**src/rtl/cnn_pkg.sv**
```systemverilog
// cnn_pkg -- definitions shared by the CNN stream driver and its input FIFO.
//   cnn_state_e : driver FSM states (IDLE, FEED, WAIT_DONE, RESULT)
//   CNN_*       : default parameter values
//   cnn_width() : index width for n entries, never less than 1 bit
package cnn_pkg;

  typedef enum logic [1:0] {
    ST_IDLE      = 2'd0,
    ST_FEED      = 2'd1,
    ST_WAIT_DONE = 2'd2,
    ST_RESULT    = 2'd3
  } cnn_state_e;

  localparam int CNN_DATA_W      = 32;
  localparam int CNN_PIXELS      = 784;
  localparam int CNN_NUM_CLASSES = 10;
  localparam int CNN_FIFO_DEPTH  = 16;

  function automatic int cnn_width(input int n);
    return (n > 1) ? $clog2(n) : 1;
  endfunction

endpackage

```
**src/rtl/cnn_sync_fifo.sv**
```systemverilog
// cnn_sync_fifo -- single-clock show-ahead FIFO feeding the CNN driver.
// Ports:
//   clk, rstn        clock, async active-low reset (empties the FIFO)
//   i_push/i_wr_data write request and data (ignored when full)
//   i_pop            read request (ignored when empty)
//   o_rd_data        head word, valid whenever o_empty is low
//   o_full/o_empty   occupancy flags
// FIFO_DEPTH must be a power of two so the pointers wrap by overflow.
module cnn_sync_fifo
  import cnn_pkg::*;
#(
  parameter int DATA_W     = CNN_DATA_W,
  parameter int FIFO_DEPTH = CNN_FIFO_DEPTH
) (
  input  logic              clk,
  input  logic              rstn,
  input  logic              i_push,
  input  logic [DATA_W-1:0] i_wr_data,
  input  logic              i_pop,
  output logic [DATA_W-1:0] o_rd_data,
  output logic              o_full,
  output logic              o_empty
);

  localparam int AW = cnn_width(FIFO_DEPTH);

  logic [DATA_W-1:0] r_mem [FIFO_DEPTH];
  logic [AW-1:0]     r_wr_ptr;
  logic [AW-1:0]     r_rd_ptr;
  logic [AW:0]       r_count;
  logic              w_push;
  logic              w_pop;

  assign o_full    = (r_count == (AW+1)'(FIFO_DEPTH));
  assign o_empty   = (r_count == {(AW+1){1'b0}});
  assign w_push    = i_push && !o_full;
  assign w_pop     = i_pop && !o_empty;
  assign o_rd_data = r_mem[r_rd_ptr];

  // Storage array; contents need no reset because the count gates every read.
  always_ff @(posedge clk) begin
    if (w_push) begin
      r_mem[r_wr_ptr] <= i_wr_data;
    end
  end

  // Pointers and occupancy; simultaneous push and pop leave the count unchanged.
  always_ff @(posedge clk or negedge rstn) begin
    if (!rstn) begin
      r_wr_ptr <= {AW{1'b0}};
      r_rd_ptr <= {AW{1'b0}};
      r_count  <= {(AW+1){1'b0}};
    end else begin
      if (w_push) r_wr_ptr <= r_wr_ptr + AW'(1);
      if (w_pop)  r_rd_ptr <= r_rd_ptr + AW'(1);
      case ({w_push, w_pop})
        2'b10:   r_count <= r_count + (AW+1)'(1);
        2'b01:   r_count <= r_count - (AW+1)'(1);
        default: r_count <= r_count;
      endcase
    end
  end

endmodule

```
**src/rtl/cnn_stream_driver.sv**
```systemverilog
// cnn_stream_driver -- buffers host pixels and streams one image at a time
// into a CNN core, then holds the classification result for the host.
// Ports:
//   clk, rstn                       clock, async active-low reset
//   s_data/s_valid/s_ready          host pixel stream into the FIFO
//   cnn_start                       high while an image is being fed
//   cnn_din/cnn_din_ready           pixel to the CNN, consumed on ready edges
//   cnn_conv1_done/cnn_done         CNN progress strobes
//   cnn_classes                     CNN class bits, captured on cnn_done
//   res_valid/res_ready             result handshake to the host
//   res_classes/res_idx/res_multi   captured classes and argmax summary
//   underrun/proto_err              sticky error flags (cleared by reset only)
//   img_count                       completed images, wraps at 2^16
// Build option: define CNN_ARGMAX_EN to fill res_idx/res_multi from the
// captured classes; otherwise both are tied to 0.
module cnn_stream_driver
  import cnn_pkg::*;
#(
  parameter int DATA_W      = CNN_DATA_W,
  parameter int PIXELS      = CNN_PIXELS,
  parameter int NUM_CLASSES = CNN_NUM_CLASSES,
  parameter int FIFO_DEPTH  = CNN_FIFO_DEPTH,
  localparam int IDX_W      = cnn_width(NUM_CLASSES)
) (
  input  logic                   clk,
  input  logic                   rstn,
  input  logic [DATA_W-1:0]      s_data,
  input  logic                   s_valid,
  output logic                   s_ready,
  output logic                   cnn_start,
  output logic [DATA_W-1:0]      cnn_din,
  input  logic                   cnn_din_ready,
  input  logic                   cnn_conv1_done,
  input  logic                   cnn_done,
  input  logic [NUM_CLASSES-1:0] cnn_classes,
  output logic                   res_valid,
  input  logic                   res_ready,
  output logic [NUM_CLASSES-1:0] res_classes,
  output logic [IDX_W-1:0]       res_idx,
  output logic                   res_multi,
  output logic                   underrun,
  output logic                   proto_err,
  output logic [15:0]            img_count
);

  localparam int CNT_W = cnn_width(PIXELS + 1);

  cnn_state_e             r_state;
  logic [CNT_W-1:0]       r_pix_cnt;
  logic [DATA_W-1:0]      r_din;
  logic                   r_underrun;
  logic                   r_proto_err;
  logic [15:0]            r_img_count;
  logic                   r_res_valid;
  logic [NUM_CLASSES-1:0] r_res_classes;

  logic                   w_fifo_full;
  logic                   w_fifo_empty;
  logic [DATA_W-1:0]      w_fifo_dout;
  logic                   w_pop;
  logic                   w_capture;
  logic [CNT_W-1:0]       w_cnt_nxt;

  // A pixel is consumed only in FEED; cnn_done and cnn_conv1_done end the
  // feed phase on that same edge, so they suppress the pop.
  assign w_pop     = (r_state == ST_FEED) && cnn_din_ready && !cnn_done &&
                     !cnn_conv1_done && !w_fifo_empty;
  assign w_capture = cnn_done && ((r_state == ST_FEED) || (r_state == ST_WAIT_DONE));
  assign w_cnt_nxt = r_pix_cnt + CNT_W'(1);

  cnn_sync_fifo #(
    .DATA_W     (DATA_W),
    .FIFO_DEPTH (FIFO_DEPTH)
  ) u_fifo (
    .clk       (clk),
    .rstn      (rstn),
    .i_push    (s_valid),
    .i_wr_data (s_data),
    .i_pop     (w_pop),
    .o_rd_data (w_fifo_dout),
    .o_full    (w_fifo_full),
    .o_empty   (w_fifo_empty)
  );

  assign s_ready     = !w_fifo_full;
  assign cnn_start   = (r_state == ST_FEED);
  assign cnn_din     = r_din;
  assign underrun    = r_underrun;
  assign proto_err   = r_proto_err;
  assign img_count   = r_img_count;
  assign res_valid   = r_res_valid;
  assign res_classes = r_res_classes;

  // Image sequencing FSM with its registered outputs.
  always_ff @(posedge clk or negedge rstn) begin
    if (!rstn) begin
      r_state       <= ST_IDLE;
      r_pix_cnt     <= {CNT_W{1'b0}};
      r_din         <= {DATA_W{1'b0}};
      r_underrun    <= 1'b0;
      r_proto_err   <= 1'b0;
      r_img_count   <= 16'd0;
      r_res_valid   <= 1'b0;
      r_res_classes <= {NUM_CLASSES{1'b0}};
    end else begin
      case (r_state)
        ST_IDLE: begin
          if (!w_fifo_empty) begin
            r_state   <= ST_FEED;
            r_pix_cnt <= {CNT_W{1'b0}};
          end
        end
        ST_FEED: begin
          if (cnn_done) begin
            // Early completion: leftover pixels stay queued for the next image.
            r_res_classes <= cnn_classes;
            r_proto_err   <= 1'b1;
            r_res_valid   <= 1'b1;
            r_state       <= ST_RESULT;
          end else if (cnn_conv1_done) begin
            r_state <= ST_WAIT_DONE;
          end else if (cnn_din_ready) begin
            // An empty FIFO still advances the image, padding with zero.
            r_din     <= w_fifo_empty ? {DATA_W{1'b0}} : w_fifo_dout;
            r_pix_cnt <= w_cnt_nxt;
            if (w_fifo_empty) r_underrun <= 1'b1;
            if (w_cnt_nxt == CNT_W'(PIXELS)) r_state <= ST_WAIT_DONE;
          end
        end
        ST_WAIT_DONE: begin
          if (cnn_done) begin
            r_res_classes <= cnn_classes;
            r_res_valid   <= 1'b1;
            r_state       <= ST_RESULT;
          end
        end
        ST_RESULT: begin
          if (res_ready) begin
            r_res_valid <= 1'b0;
            r_img_count <= r_img_count + 16'd1;
            r_state     <= ST_IDLE;
          end
        end
        default: begin
          r_state <= ST_IDLE;
        end
      endcase
    end
  end

`ifdef CNN_ARGMAX_EN
  logic [IDX_W-1:0] r_res_idx;
  logic             r_res_multi;

  function automatic logic [IDX_W-1:0] lowest_set(input logic [NUM_CLASSES-1:0] v);
    logic [IDX_W-1:0] idx;
    idx = {IDX_W{1'b0}};
    // Scan downward so the last hit is the lowest set bit.
    for (int i = NUM_CLASSES - 1; i >= 0; i--) begin
      if (v[i]) idx = IDX_W'(i);
    end
    return idx;
  endfunction

  // Argmax summary, captured together with the class vector.
  always_ff @(posedge clk or negedge rstn) begin
    if (!rstn) begin
      r_res_idx   <= {IDX_W{1'b0}};
      r_res_multi <= 1'b0;
    end else if (w_capture) begin
      r_res_idx   <= lowest_set(cnn_classes);
      // Clearing the lowest set bit leaves something only if two or more were set.
      r_res_multi <= |(cnn_classes & (cnn_classes - NUM_CLASSES'(1)));
    end
  end

  assign res_idx   = r_res_idx;
  assign res_multi = r_res_multi;
`else
  assign res_idx   = {IDX_W{1'b0}};
  assign res_multi = 1'b0;
`endif

endmodule
```
**config.mk**
```make
export PLATFORM = sky130hd
export DESIGN_NAME = cnn_stream_driver
export DESIGN_NICKNAME = d
export VERILOG_FILES = /design/src/rtl/cnn_pkg.sv /design/src/rtl/cnn_sync_fifo.sv /design/src/rtl/cnn_stream_driver.sv
export SDC_FILE = /design/constraint.sdc
export NUM_CORES = 1
export LEC_CHECK = 0
export ABC_CLOCK_PERIOD_IN_PS = 6050
export CAP_MARGIN = 20
export CELL_PAD_IN_SITES_DETAIL_PLACEMENT = 0
export CELL_PAD_IN_SITES_GLOBAL_PLACEMENT = 1
export CORE_AREA = 2 2 208 210
export CTS_CLUSTER_SIZE = 28
export DETAILED_ROUTE_END_ITERATION = 10
export DIE_AREA = 0 0 210 212
export PLACE_DENSITY_LB_ADDON = 0.1
export SLEW_MARGIN = 20
export SYNTH_ARGS = -nofsm -noshare
export SYNTH_HDL_FRONTEND = slang
export SYNTH_SLANG_ARGS = --single-unit
```
**constraint.sdc**
```tcl
create_clock -name clk -period 6.05 [get_ports clk]
set_input_delay 1.815 -clock clk [delete_from_list [all_inputs] [get_ports clk]]
set_output_delay 1.815 -clock clk [all_outputs]
set_load 0.1 [all_outputs]
```
==> results of run 1 <==
==> power breakdown <==
| group | internal [mW] | switching [mW] |
|---|---|---|
| Clock | 2.28 | 1.51 |
| Sequential | 5.04 | 0.425 |
| Combinational | 1.56 | 2.54 |
==> area by class of cell <==
| class | instances | area, um^2 | area share |
|---|---|---|---|
| tap | 546 | 683.2 | 0.02498 |
| clock inverter | 40 | 490.5 | 0.01794 |
| multi-input combinational | 511 | 5687 | 0.2080 |
| timing repair buffer | 142 | 1366 | 0.04997 |
| clock buffer | 69 | 1534 | 0.05610 |
| inverter | 11 | 41.29 | 0.001510 |
| sequential | 598 | 17540 | 0.6415 |
==> flip-flops by register name, indices dropped and copies added (netlist names) <==
name / flops
u_fifo.r_rd_ptr: 4
u_fifo.r_wr_ptr: 4
u_fifo.r_mem: 512
underrun: 1
img_count: 16
res_classes: 10
u_fifo.r_count: 5
cnn_din: 32
r_pix_cnt: 10
res_valid: 1
proto_err: 1
r_state: 2
==> through the flow <==
stage	hold WS [ns]	setup WS, ns	area, um^2	util	std cells
3_5_place_dp	0.4476	1.610	25320	0.5957	1808
2_1_floorplan	0.4781	1.021	23530	-	1193
5_1_grt	0.4843	1.115	27340	0.6433	1917
4_1_cts	0.4612	1.193	27340	0.6433	1917
6_report	0.4556	1.225	27340	0.6433	1917
3_3_place_gp	0.4414	1.646	25320	0.5957	1808
==> critical path: cells and delay by family, from the launching register on <==
kind                     cells  cell delay, ns
adder cells (fa/ha/maj)      1            0.61
buffers and inverters        2            1.38
flip-flops                   1            0.42
==> layer usage <==
| layer | global-route usage | share of wire |
|---|---|---|
| met2 | 0.3606 | 0.50 |
| met5 | 0 | 0 |
| met3 | 0.03131 | 0.048 |
| met1 | 0.3135 | 0.44 |
| met4 | 0.05527 | 0.016 |
==> placed cells by master, fill, tap and decap left out, types with 12 or more instances in the layout <==
cell	count
edfxtp_1	512
mux4_2	128
clkdlybuf4s50_1	110
dfrtp_1	82
clkbuf_16	59
a21oi_1	50
nand2_1	36
nor2b_1	35
a22o_1	35
a211oi_1	32
mux2i_1	32
buf_4	30
xnor2_1	20
ha_1	16
nor2_1	15
mux2_2	14
nor2_4	13
clkinv_1	12
==> final timing paths <==
kind,from,end,slack (ns),cells after the start
min in group asynchronous,rstn,r_pix_cnt[9],1.27,1
max in group asynchronous,rstn,cnn_din[24],3.77,2
worst min-delay path,underrun,underrun,0.46,1
worst max-delay path,r_state[1],cnn_start,1.22,3
worst max register to register,u_fifo.r_count[2],u_fifo.r_count[4],3.07,10
worst min register to register,underrun,underrun,0.46,1
==> cell families (layout without fill, tap and decap cells) <==
kind of cell,after synthesis,in the layout
adders and majority gates,17,17
muxes,175,175
other,1,5
and+or+nand+nor,143,143
xor gates and xnor gates,27,27
AOI/OAI and AO/OA,144,144
buffers and inverters,84,262
DFF,598,598
==> qor.csv, run 1 <==
stage,metric,value,unit
synthesis,synth top area cells,"edfxtp_1, mux4_2, dfrtp_1",
floorplanning,Die Height,212,um
sta,RSZ-0062 raised after global routing,no,
pwr,Worst VDD drop,0.0003737,V
synthesis,largest family of logic cells by synthesized area,multiplexers,
global_routing,Tot GR Track Use,0.2186,
synthesis,Synth area leader,edfxtp_1,
routing,routed length per instance,24.30,um
sta,fmax,207.2,MHz
clocking,CTS tree,built,
synthesis,dominant cell by count in the synthesized netlist,edfxtp_1,
critical_path,Worst Setup End Kind,output port,
floorplanning,die area,0.04452,mm^2
synthesis,sequential cell area fraction in the yosys report,0.7453,
critical_path,crit path max fanout,18,
global_routing,wire length of the first global-routing pass,72260,um
global_routing,grt ovf,0,
sta,setup_tns,0,ns
synthesis,Simple-Gate Fraction of Synth Area,0.03096,
routing,DRC,0,
global_routing,initial antenna violation count,0,
critical_path,WS Path Type,flip-flop to output port,
routing,final WL,46580,um
pwr,Final Total Pwr,13.35,mW
global_routing,vias in the first global route,11730,
synthesis,yosys warns,0,
clocking,hold_buf cts,0,
flow_run,Max-cap violations,0,
clocking,CTS resizes,0,
sta,final hold vios,0,
clocking,CTS Buffer Depth,3,
routing,Via density,5.940,
floorplanning,Top-Level Pins,117,
floorplanning,Die W,210,um
global_routing,largest net degree at the start of global routing,55,
clocking,CTS Buf Count,58,
synthesis,"EDFF count, synth",512,
final_layout,share of layout cells above drive strength 1,0.2101,
synthesis,Post-synth top cells,"edfxtp_1, mux4_2, dfrtp_1, a21oi_1, clkbuf_1",
clocking,sinks on the clock net,598,
routing,Routed Antenna Nets,0,
critical_path,cells along the critical path,inv_1 -> ha_1 -> clkdlybuf4s50_1,
pwr,pwr/cell area,488.3,mW/mm^2
placed_design,DPL Wire Length,27000,um
synthesis,Syn Inst Count,1189,
synthesis,Compound-Gate Fraction of Synth Area,0.04203,
critical_path,WP data arrival,3.01,ns
sta,Slew @ Worst Pin,1.004,ns
critical_path,crit path launch type,flip-flop,
synthesis,Synth Area in Adders,0.009364,
sta,min Tclk post-route,4.825,ns
final_layout,Area Growth Syn to Fin,16.27,%
floorplanning,Core Rows,76,
run_status,status,completed,
pwr,static leakage,9.059,nW
sta,Post-Route Skew,0.01244,ns
synthesis,Synth Cell Area,0.02352,mm^2
sta,final period utilization,0.7976,
sta,Slew headroom,0.3289,
synthesis,mux cell area share after synthesis,0.1434,
clocking,H-tree levels,2,
synthesis,Synth top area share,0.6538,
synthesis,Synth async-reset ratio,0.1438,
synthesis,post-synthesis xor/xnor area fraction,0.01006,
min_path,Hold WC Path Type,flip-flop to flip-flop,
synthesis,mean post-synth cell area,19.78,um^2
synthesis,"FF+latch count, synth",598,
clocking,"Clk Latency, worst-skew pair",0.61,ns
clocking,postcts setup bufs,0,
placed_design,routability cong.,0.7692,
clocking,"CTS clk-pin slew, worst paths",0.06,ns
synthesis,predominant post-synthesis flop cell,edfxtp_1,
routing,DRT iter0 DRCs,1003,
clocking,root buf cell,clkbuf_16,
placed_design,port buffer count,111,
sta,fin. max-slew vios,0,
synthesis,count of unique library cells instantiated by Yosys,47,
floorplanning,Starting Density,0.5533,
sta,final setup fails,0,
final_layout,Nets,1388,
routing,1st-pass router iterations,5,
critical_path,Worst path slowest cell,clkdlybuf4s50_1,
floorplanning,core region area,0.04251,mm^2
routing,vias,11390,
critical_path,"slowest stage delay, CP",1.26,ns
critical_path,CP required,4.24,ns
final_layout,Diodes inserted,0,
final_layout,final-layout fill cell count,2953,
Power figures use the tool's default switching activity.
==> run 2, diff against run 1 <==
--- a/config.mk
+++ b/config.mk
@@ -5,14 +5,14 @@
 export SDC_FILE = /design/constraint.sdc
 export NUM_CORES = 1
 export LEC_CHECK = 0
-export ABC_CLOCK_PERIOD_IN_PS = 6050
+export ABC_CLOCK_PERIOD_IN_PS = 4670
 export CAP_MARGIN = 20
 export CELL_PAD_IN_SITES_DETAIL_PLACEMENT = 0
 export CELL_PAD_IN_SITES_GLOBAL_PLACEMENT = 1
-export CORE_AREA = 2 2 208 210
+export CORE_AREA = 2 2 216 218
 export CTS_CLUSTER_SIZE = 28
 export DETAILED_ROUTE_END_ITERATION = 10
-export DIE_AREA = 0 0 210 212
+export DIE_AREA = 0 0 218 220
 export PLACE_DENSITY_LB_ADDON = 0.1
 export SLEW_MARGIN = 20
 export SYNTH_ARGS = -nofsm -noshare
==> constraint.sdc (replaced) <==
create_clock -name clk -period 4.67 [get_ports clk]
set_input_delay 1.401 -clock clk [delete_from_list [all_inputs] [get_ports clk]]
set_output_delay 1.401 -clock clk [all_outputs]
set_load 0.1 [all_outputs]
==> qor.csv, run 2 (synthesis gave the netlist of run 1 again) <==
stage,metric,value,unit,change
run_status,status,completed,,unchanged
critical_path,WS Path Type,flip-flop to output port,,unchanged
global_routing,initial antenna violation count,0,,unchanged
min_path,hold path depth,1,,unchanged
sta,Slew @ Worst Pin,1.041,ns,was 1.004 ns
global_routing,met2 global-route usage,0.3480,,was 0.3606
critical_path,critical register-to-register path endpoint,u_fifo.r_count[4],,unchanged
global_routing,met1 Resource Use GR,0.2853,,was 0.3135
sta,final setup fails,0,,unchanged
routing,final WL,48520,um,was 46580 um
placed_design,placed insts,1872,,was 1808
sta,final period utilization,0.8742,,
floorplanning,Core Rows,79,,was 76
critical_path,CP required,3.27,ns,was 4.24 ns
min_path,WHS Endpoint,proto_err,,was underrun
sta,Post-Route Skew,0.02196,ns,was 0.01244 ns
critical_path,crit path launch type,flip-flop,,unchanged
clocking,"Clk Latency, worst-skew pair",0.62,ns,was 0.61 ns
sta,RSZ-0062 raised after global routing,no,,unchanged
routing,routed length per instance,24.44,um,was 24.30 um
global_routing,grt ovf,0,,unchanged
clocking,postcts setup bufs,0,,unchanged
critical_path,crit path max fanout,4,,was 18
critical_path,FF-to-FF Start,r_state[1],,was u_fifo.r_count[2]
critical_path,WP data arrival,2.68,ns,was 3.01 ns
min_path,Hold Crit Start,proto_err,,was underrun
placed_design,routability cong.,0.7555,,was 0.7692
floorplanning,die area,0.04796,mm^2,was 0.04452 mm^2
final_layout,largest register by flop count,u_fifo.r_mem,,unchanged
floorplanning,Starting Density,0.5128,,was 0.5533
pwr,pwr/cell area,630.2,mW/mm^2,was 488.3 mW/mm^2
final_layout,max reg flops,512,,unchanged
floorplanning,core region area,0.04586,mm^2,was 0.04251 mm^2
routing,Routed Antenna Nets,0,,unchanged
critical_path,Worst Setup End Kind,output port,,unchanged
pwr,Worst VDD drop,0.0004917,V,was 0.0003737 V
final_layout,Area Growth Syn to Fin,17.25,%,was 16.27%
global_routing,wire length of the first global-routing pass,72880,um,was 72260 um
clocking,sinks on the clock net,598,,unchanged
sta,setup_tns,0,ns,unchanged
sta,final hold vios,0,,unchanged
clocking,H-tree levels,2,,unchanged
routing,DRT iter0 DRCs,1014,,was 1003
placed_design,port buffer count,111,,unchanged
clocking,CTS resizes,0,,unchanged
routing,1st-pass router iterations,5,,unchanged
sta,fmax,245.0,MHz,
final_layout,final-layout fill cell count,3326,,was 2953
critical_path,R2R cell count,11,,was 10
clocking,hold_buf cts,0,,unchanged
global_routing,Tot GR Track Use,0.2068,,was 0.2186
routing,DRC,0,,unchanged
routing,Via density,5.770,,was 5.940
global_routing,met3 Use GR,0.02761,,was 0.03131
final_layout,share of layout cells above drive strength 1,0.2090,,was 0.2101
floorplanning,Die W,218,um,was 210 um
clocking,CTS tree,built,,unchanged
clocking,CTS Buffer Depth,3,,unchanged
min_path,Hold WC Path Type,flip-flop to flip-flop,,unchanged
critical_path,flop2flop setup slack,1.72,ns,was 3.07 ns
global_routing,largest net degree at the start of global routing,69,,was 55
global_routing,GRT Max-Usage Layer,met2,,unchanged
pwr,static leakage,9.098,nW,was 9.059 nW
clocking,root buf cell,clkbuf_16,,unchanged
sta,min Tclk post-route,4.082,ns,
clocking,CTS Buf Count,60,,was 58
final_layout,Nets,1393,,was 1388
final_layout,"most common cell after layout, fill and taps aside",edfxtp_1,,unchanged
sta,Slew headroom,0.3039,,was 0.3289
flow_run,Max-cap violations,0,,unchanged
global_routing,vias in the first global route,11620,,was 11730
routing,vias,11450,,was 11390
sta,fin. max-slew vios,0,,unchanged
floorplanning,Top-Level Pins,117,,unchanged
final_layout,Diodes inserted,0,,unchanged
placed_design,DPL Wire Length,27660,um,was 27000 um
final_layout,"commonest non-fill, non-tap cells in the layout","edfxtp_1, mux4_2, clkdlybuf4s50_1",,unchanged
clocking,"CTS clk-pin slew, worst paths",0.06,ns,about the same
final_layout,final std cells w/o fill,1985,,was 1917
floorplanning,Die Height,220,um,was 212 um
## run 2: cell count changes in the layout (fill, tap and decap cells not counted), moves of 2 or more
cell / previous run / this run
clkinv_2: 11 / 5
buf_12: 2 / 14
bufinv_16: 11 / 7
clkbuf_16: 59 / 61
clkbuf_1: 8 / 16
clkbuf_8: 2 / 8
buf_4: 30 / 22
## run 2: metal layers
layer	vias up	wire length, um
li1	5085	-
met1	6024	21000
met2	285	24280
met3	60	2275
met4	0	964
met5	-	0
## run 2: power breakdown
part / switching (mW) / total [mW] / internal, mW / leakage (nW)
registers: 0.549 / 7.07 / 6.53 / 5.70
clock network: 1.96 / 4.86 / 2.90 / 0.975
logic: 3.37 / 5.44 / 2.07 / 2.42
## run 2: through the flow
step | power (mW) | cell area, um^2 | worst slack [ns] | utilization | hold WS (ns)
after floorplan | 11.21 | 23530 | 0.05506 | - | 0.4781
after global placement | 12.67 | 25570 | 0.7044 | 0.5574 | 0.4421
after detailed placement | 12.72 | 25570 | 0.6988 | 0.5574 | 0.4466
after CTS | 17.58 | 27580 | 0.5405 | 0.6012 | 0.4603
after global routing | 18.10 | 27580 | 0.4101 | 0.6012 | 0.4852
final | 17.38 | 27580 | 0.5877 | 0.6012 | 0.4554
## run 2: worst max path at each step
stage / startpoint / to / slack, ns / cells past startpoint
after global placement: s_valid / u_fifo.r_count[4] / 0.70 / 10
after global routing: u_fifo.r_count[0] / s_ready / 0.41 / 3
after floorplan: s_valid / u_fifo.r_mem[3][0] / 0.06 / 4
after detailed placement: s_valid / u_fifo.r_count[4] / 0.70 / 10
after CTS: u_fifo.r_count[0] / s_ready / 0.54 / 3
final: u_fifo.r_count[0] / s_ready / 0.59 / 3
## run 2: layout make-up
class | instances | area (um^2) | area share
clock buffer | 85 | 1697 | 0.06153
clock inverter | 28 | 312.8 | 0.01134
inverter | 11 | 41.29 | 0.001497
multi-input combinational | 511 | 5687 | 0.2062
sequential | 598 | 17540 | 0.6361
tap | 607 | 759.5 | 0.02754
timing repair buffer | 145 | 1536 | 0.05572
## run 2: critical path, stage by stage, from the launching register on
cell and delay (ns):
dfrtp_1 0.44, nor4_1 0.50, nand2_1 0.14, clkdlybuf4s50_1 0.99
==> patch 1: new RTL, settings of run 2 <==
Build with the macro `CNN_ARGMAX_EN` defined.
--- a/src/rtl/cnn_stream_driver.sv
+++ b/src/rtl/cnn_stream_driver.sv
@@ -14,4 +14,6 @@
 // Build option: define CNN_ARGMAX_EN to fill res_idx/res_multi from the
 // captured classes; otherwise both are tied to 0.
+`define CNN_ARGMAX_EN
+
 module cnn_stream_driver
   import cnn_pkg::*;
Check against the original RTL: not settled (the Yosys comparison gave no result); the edit may change what the design does.
==> patch 1 against run 2 <==
- core utilization increased by 0.17 points
- sequential share of layout area increased by 0.26 points
- clock skew decreased by 1.8 ps
- worst setup slack improved by 210 ps
- routed wire length increased by 3.2%
- cell count decreased by 3.5%
- first-iteration DRC count increased by 4.5%
- synthesized area decreased by 0.47%
- final area increased by 0.28%
- sequential cell count increased by 5
- power increased by 2.6%
- critical path type unchanged
- critical endpoint unchanged
- largest cell class unchanged
==> patch 1: results (changes against run 2) <==
status completed (unchanged); DP Area 25500 sq um (was 25600 sq um); met3 Use GR 3.71% (was 2.76%); # nets final 1321 (was 1393); global routing usage on met2 31.5% (was 34.8%); Num CTS Buffers 61 (was 60); Synth Area per Inst 21.5 sq um (was 19.8 sq um); routed length on met2 22.5 mm (was 24.3 mm); WL met3 3.37 mm (was 2.28 mm); DP HPWL 30.9 mm (was 27.7 mm); pin count of the biggest net entering global routing 72 (was 69); Post-Route M1 WL 23.4 mm (was 21.0 mm); Max VDD drop 0.520 mV (was 0.492 mV); DR vias/cell 5.89 (was 5.77); share of cells above drive strength 1 25.8% (was 20.9%); compound-gate portion of the synthesized area 2.79% (was 4.20%); arrival time worst endpoint 2470 ps (was 2680 ps); vias in the first global route 11524 (was 11621); Non-Filler Instances 1915 (was 1985); Synth Area in XOR/XNOR 1.09% (was 1.01%); worst setup margin 802 ps (was 588 ps); gpl congestion 0.780 (was 0.756); Async SR Flop Fraction 15.1% (was 14.4%); initial DRC count 1060 (was 1014); Pleak 9.16 nW (was 9.10 nW); normalized max-slew margin 26.6% (was 30.4%); synth cell count leaders edfxtp_1, mux4_2, dfrtp_1 (unchanged); crit path launch u_fifo.r_count[1]$_DFFE_PN0P_ (was u_fifo.r_count[0]$_DFFE_PN0P_)
[patch 1: changes by cell type after synthesis, moves of 5 or more]
| cell | change |
|---|---|
| dfrtp_1 | +5 |
| clkbuf_1 | -13 |
| o31ai_1 | +5 |
| buf_2 | -11 |
| o21ai_0 | +11 |
| a21oi_1 | -43 |
| a211oi_1 | -30 |
| mux4_2 | +32 |
| nor2b_1 | -33 |
| buf_1 | +8 |
| buf_4 | -7 |
| buf_6 | +5 |
| mux2i_1 | -32 |
[patch 1: area by class of cell]
cell class                 instances  area share [%]
sequential                       603            63.9
multi-input combinational        420            20.0
clock buffer                      76            5.90
timing repair buffer             154            5.50
tap                              607            2.75
clock inverter                    40            1.78
inverter                          15           0.204
[patch 1: power breakdown]
group	total, mW	switching [mW]	leakage [nW]	internal [mW]
clock network	5.11	2.07	1.04	3.04
registers	7.11	0.520	5.78	6.59
logic	5.60	3.47	2.34	2.13
total	17.8	6.06	9.16	11.8
==> patch 2: new RTL, settings of run 2 <==
Made on the original files. Register the output `img_count` once more; this adds one clock of latency there. The other outputs are not delayed to match.
--- a/src/rtl/cnn_stream_driver.sv
+++ b/src/rtl/cnn_stream_driver.sv
@@ -88,5 +88,7 @@
   assign underrun    = r_underrun;
   assign proto_err   = r_proto_err;
-  assign img_count   = r_img_count;
+  always_ff @(posedge clk) begin
+    img_count <= r_img_count;
+  end
   assign res_valid   = r_res_valid;
   assign res_classes = r_res_classes;
Function: changed (Yosys sat finds a counterexample within 10 cycles, from zero or initial values and one cycle with rstn low).
==> patch 2 against run 2 <==
- synthesized cell count fell by 9.9%
- worst setup slack improved by 72 ps
- power rose by 0.18%
- final area rose by 0.24%
- non-clock buffer count decreased by 1
- sequential share of layout area up 1.0 points
- sequential cell count increased by 16
- combinational power fell by 3%
- clock power increased by 3%
- synthesized area down 0.13%
- routed wire length shrank 0.32%
- via count decreased by 3.9%
- largest cell class unchanged
==> patch 2: results (changes against run 2) <==
Post-Synth Adder-Cell Area 0.938% (was 0.936%); arrival time worst endpoint 2610 ps (was 2680 ps); Total GRT Usage 20.8% (was 20.7%); antenna cell count 0 (unchanged); initial antenna violation count 0 (unchanged); number of flip-flops under the largest register name 512 (unchanged); pin count of the biggest net entering global routing 53 (was 69); worst hold path depth 0 (was 1); H-Tree Depth 2 (unchanged); share of cells above drive strength 1 25.2% (was 20.9%); Max VDD drop 0.535 mV (was 0.492 mV); Synth warnings 0 (unchanged); post-synth cell types 50 (was 47); Async SR Flop Fraction 14.0% (was 14.4%); Max clock buf depth 3 (unchanged); synth cell count leaders edfxtp_1, mux4_2, dfrtp_1 (unchanged); worst hold path startpoint r_img_count[15]$_DFFE_PN0P_ (was proto_err$_DFFE_PN0P_); PortBufs 111 (unchanged); CP max FO 4 (unchanged); wire per inst 25.7 microns (was 24.4 microns); slowest stage delay, CP 990 ps (about the same); worst hold endpoint img_count[15]$_DFF_P_ (was proto_err$_DFFE_PN0P_); status completed (unchanged); gpl congestion 0.738 (was 0.756); clk pwr 5.01 mW (was 4.86 mW); routed vias 11013 (was 11454); clock root cell clkbuf_16 (unchanged); Num CTS Buffers 61 (was 60); normalized max-slew margin 33.0% (was 30.4%); cells on worst reg2reg path 11 (unchanged); Comb. pwr 5.28 mW (was 5.44 mW); reg2reg setup slack 1810 ps (was 1720 ps); Pleak 9.09 nW (was 9.10 nW); synth top area cells edfxtp_1, mux4_2, dfrtp_1 (unchanged); first-pass GRT wire length 72.9 mm (about the same); Synth Area in XOR/XNOR 1.01% (about the same); reg2reg end u_fifo.r_count[4]$_DFFE_PN0P_ (unchanged); final hold slack 397 ps (was 455 ps); Layout Skew 25.7 ps (was 22.0 ps); Critical R2R Launch u_fifo.r_count[0]$_DFFE_PN0P_ (was r_state[1]$_DFFE_PN0P_); post-cts gate resize count 0 (unchanged); # nets final 1290 (was 1393); multiplexer share of the synthesized area 16.0% (was 14.3%); Reg with most FFs u_fifo.r_mem (unchanged); DP HPWL 27.9 mm (was 27.7 mm); clock latency on the worst-skew pair 620 ps (about the same); register area share after synthesis 76.0% (was 74.5%); internal power 11.7 mW (was 11.5 mW); compound-gate portion of the synthesized area 2.40% (was 4.20%); FILL cells 3283 (was 3326); initial DRC count 1092 (was 1014); CP top delay family buffers and inverters (unchanged); Slowest-stage cell, CP clkdlybuf4s50_1 (unchanged)
## patch 2: per-layer routing
metal,global-route usage [%],wire (microns)
met2,34.1,24100
met5,0,0
met3,3.00,2200
met4,5.24,720
met1,30.0,21400
## patch 2: worst max path at each step
stage	from	endpoint	slack (ps)	cells after the start
after global placement	s_valid	u_fifo.r_count[4]$_DFFE_PN0P_	700	10
after floorplan	s_valid	u_fifo.r_mem[3][0]$_DFFE_PP_	60	4
final	u_fifo.r_count[0]$_DFFE_PN0P_	s_ready	660	3
after global routing	u_fifo.r_count[0]$_DFFE_PN0P_	s_ready	510	3
after CTS	u_fifo.r_count[0]$_DFFE_PN0P_	s_ready	590	3
after detailed placement	s_valid	u_fifo.r_count[4]$_DFFE_PN0P_	720	10
## patch 2: kinds of logic (layout without fill, tap and decap cells)
kind of cell             count (synthesis)  count (layout)
AO/OA/AOI/OAI                           75              75
XOR/XNOR                                27              27
adder cells (fa/ha/maj)                 17              17
buffers and inverters                   68             270
flip-flops                             614             614
multiplexers                           174             174
other                                    1               5
AND/OR/NAND/NOR                         95              95
## patch 2: per-stage QoR
stage	area, sq um	setup WS, ps	utilization (%)	power [mW]	std cells
2_1_floorplan	23500	55.1	-	11.1	1075
3_5_place_dp	25500	724	55.7	12.6	1768
3_3_place_gp	25500	702	55.7	12.6	1768
6_report	27600	659	60.3	17.4	1884
5_1_grt	27600	511	60.3	18.1	1884
4_1_cts	27600	586	60.3	17.6	1884
## patch 2: cell type report
cell class / count / share of cell area [%]
clock buffers: 85 / 6.18
clock inverters: 31 / 1.40
multi-input cells: 393 / 19.5
inverters: 10 / 0.136
well taps: 607 / 2.75
flip-flops and latches: 614 / 64.6
repair buffers: 144 / 5.40
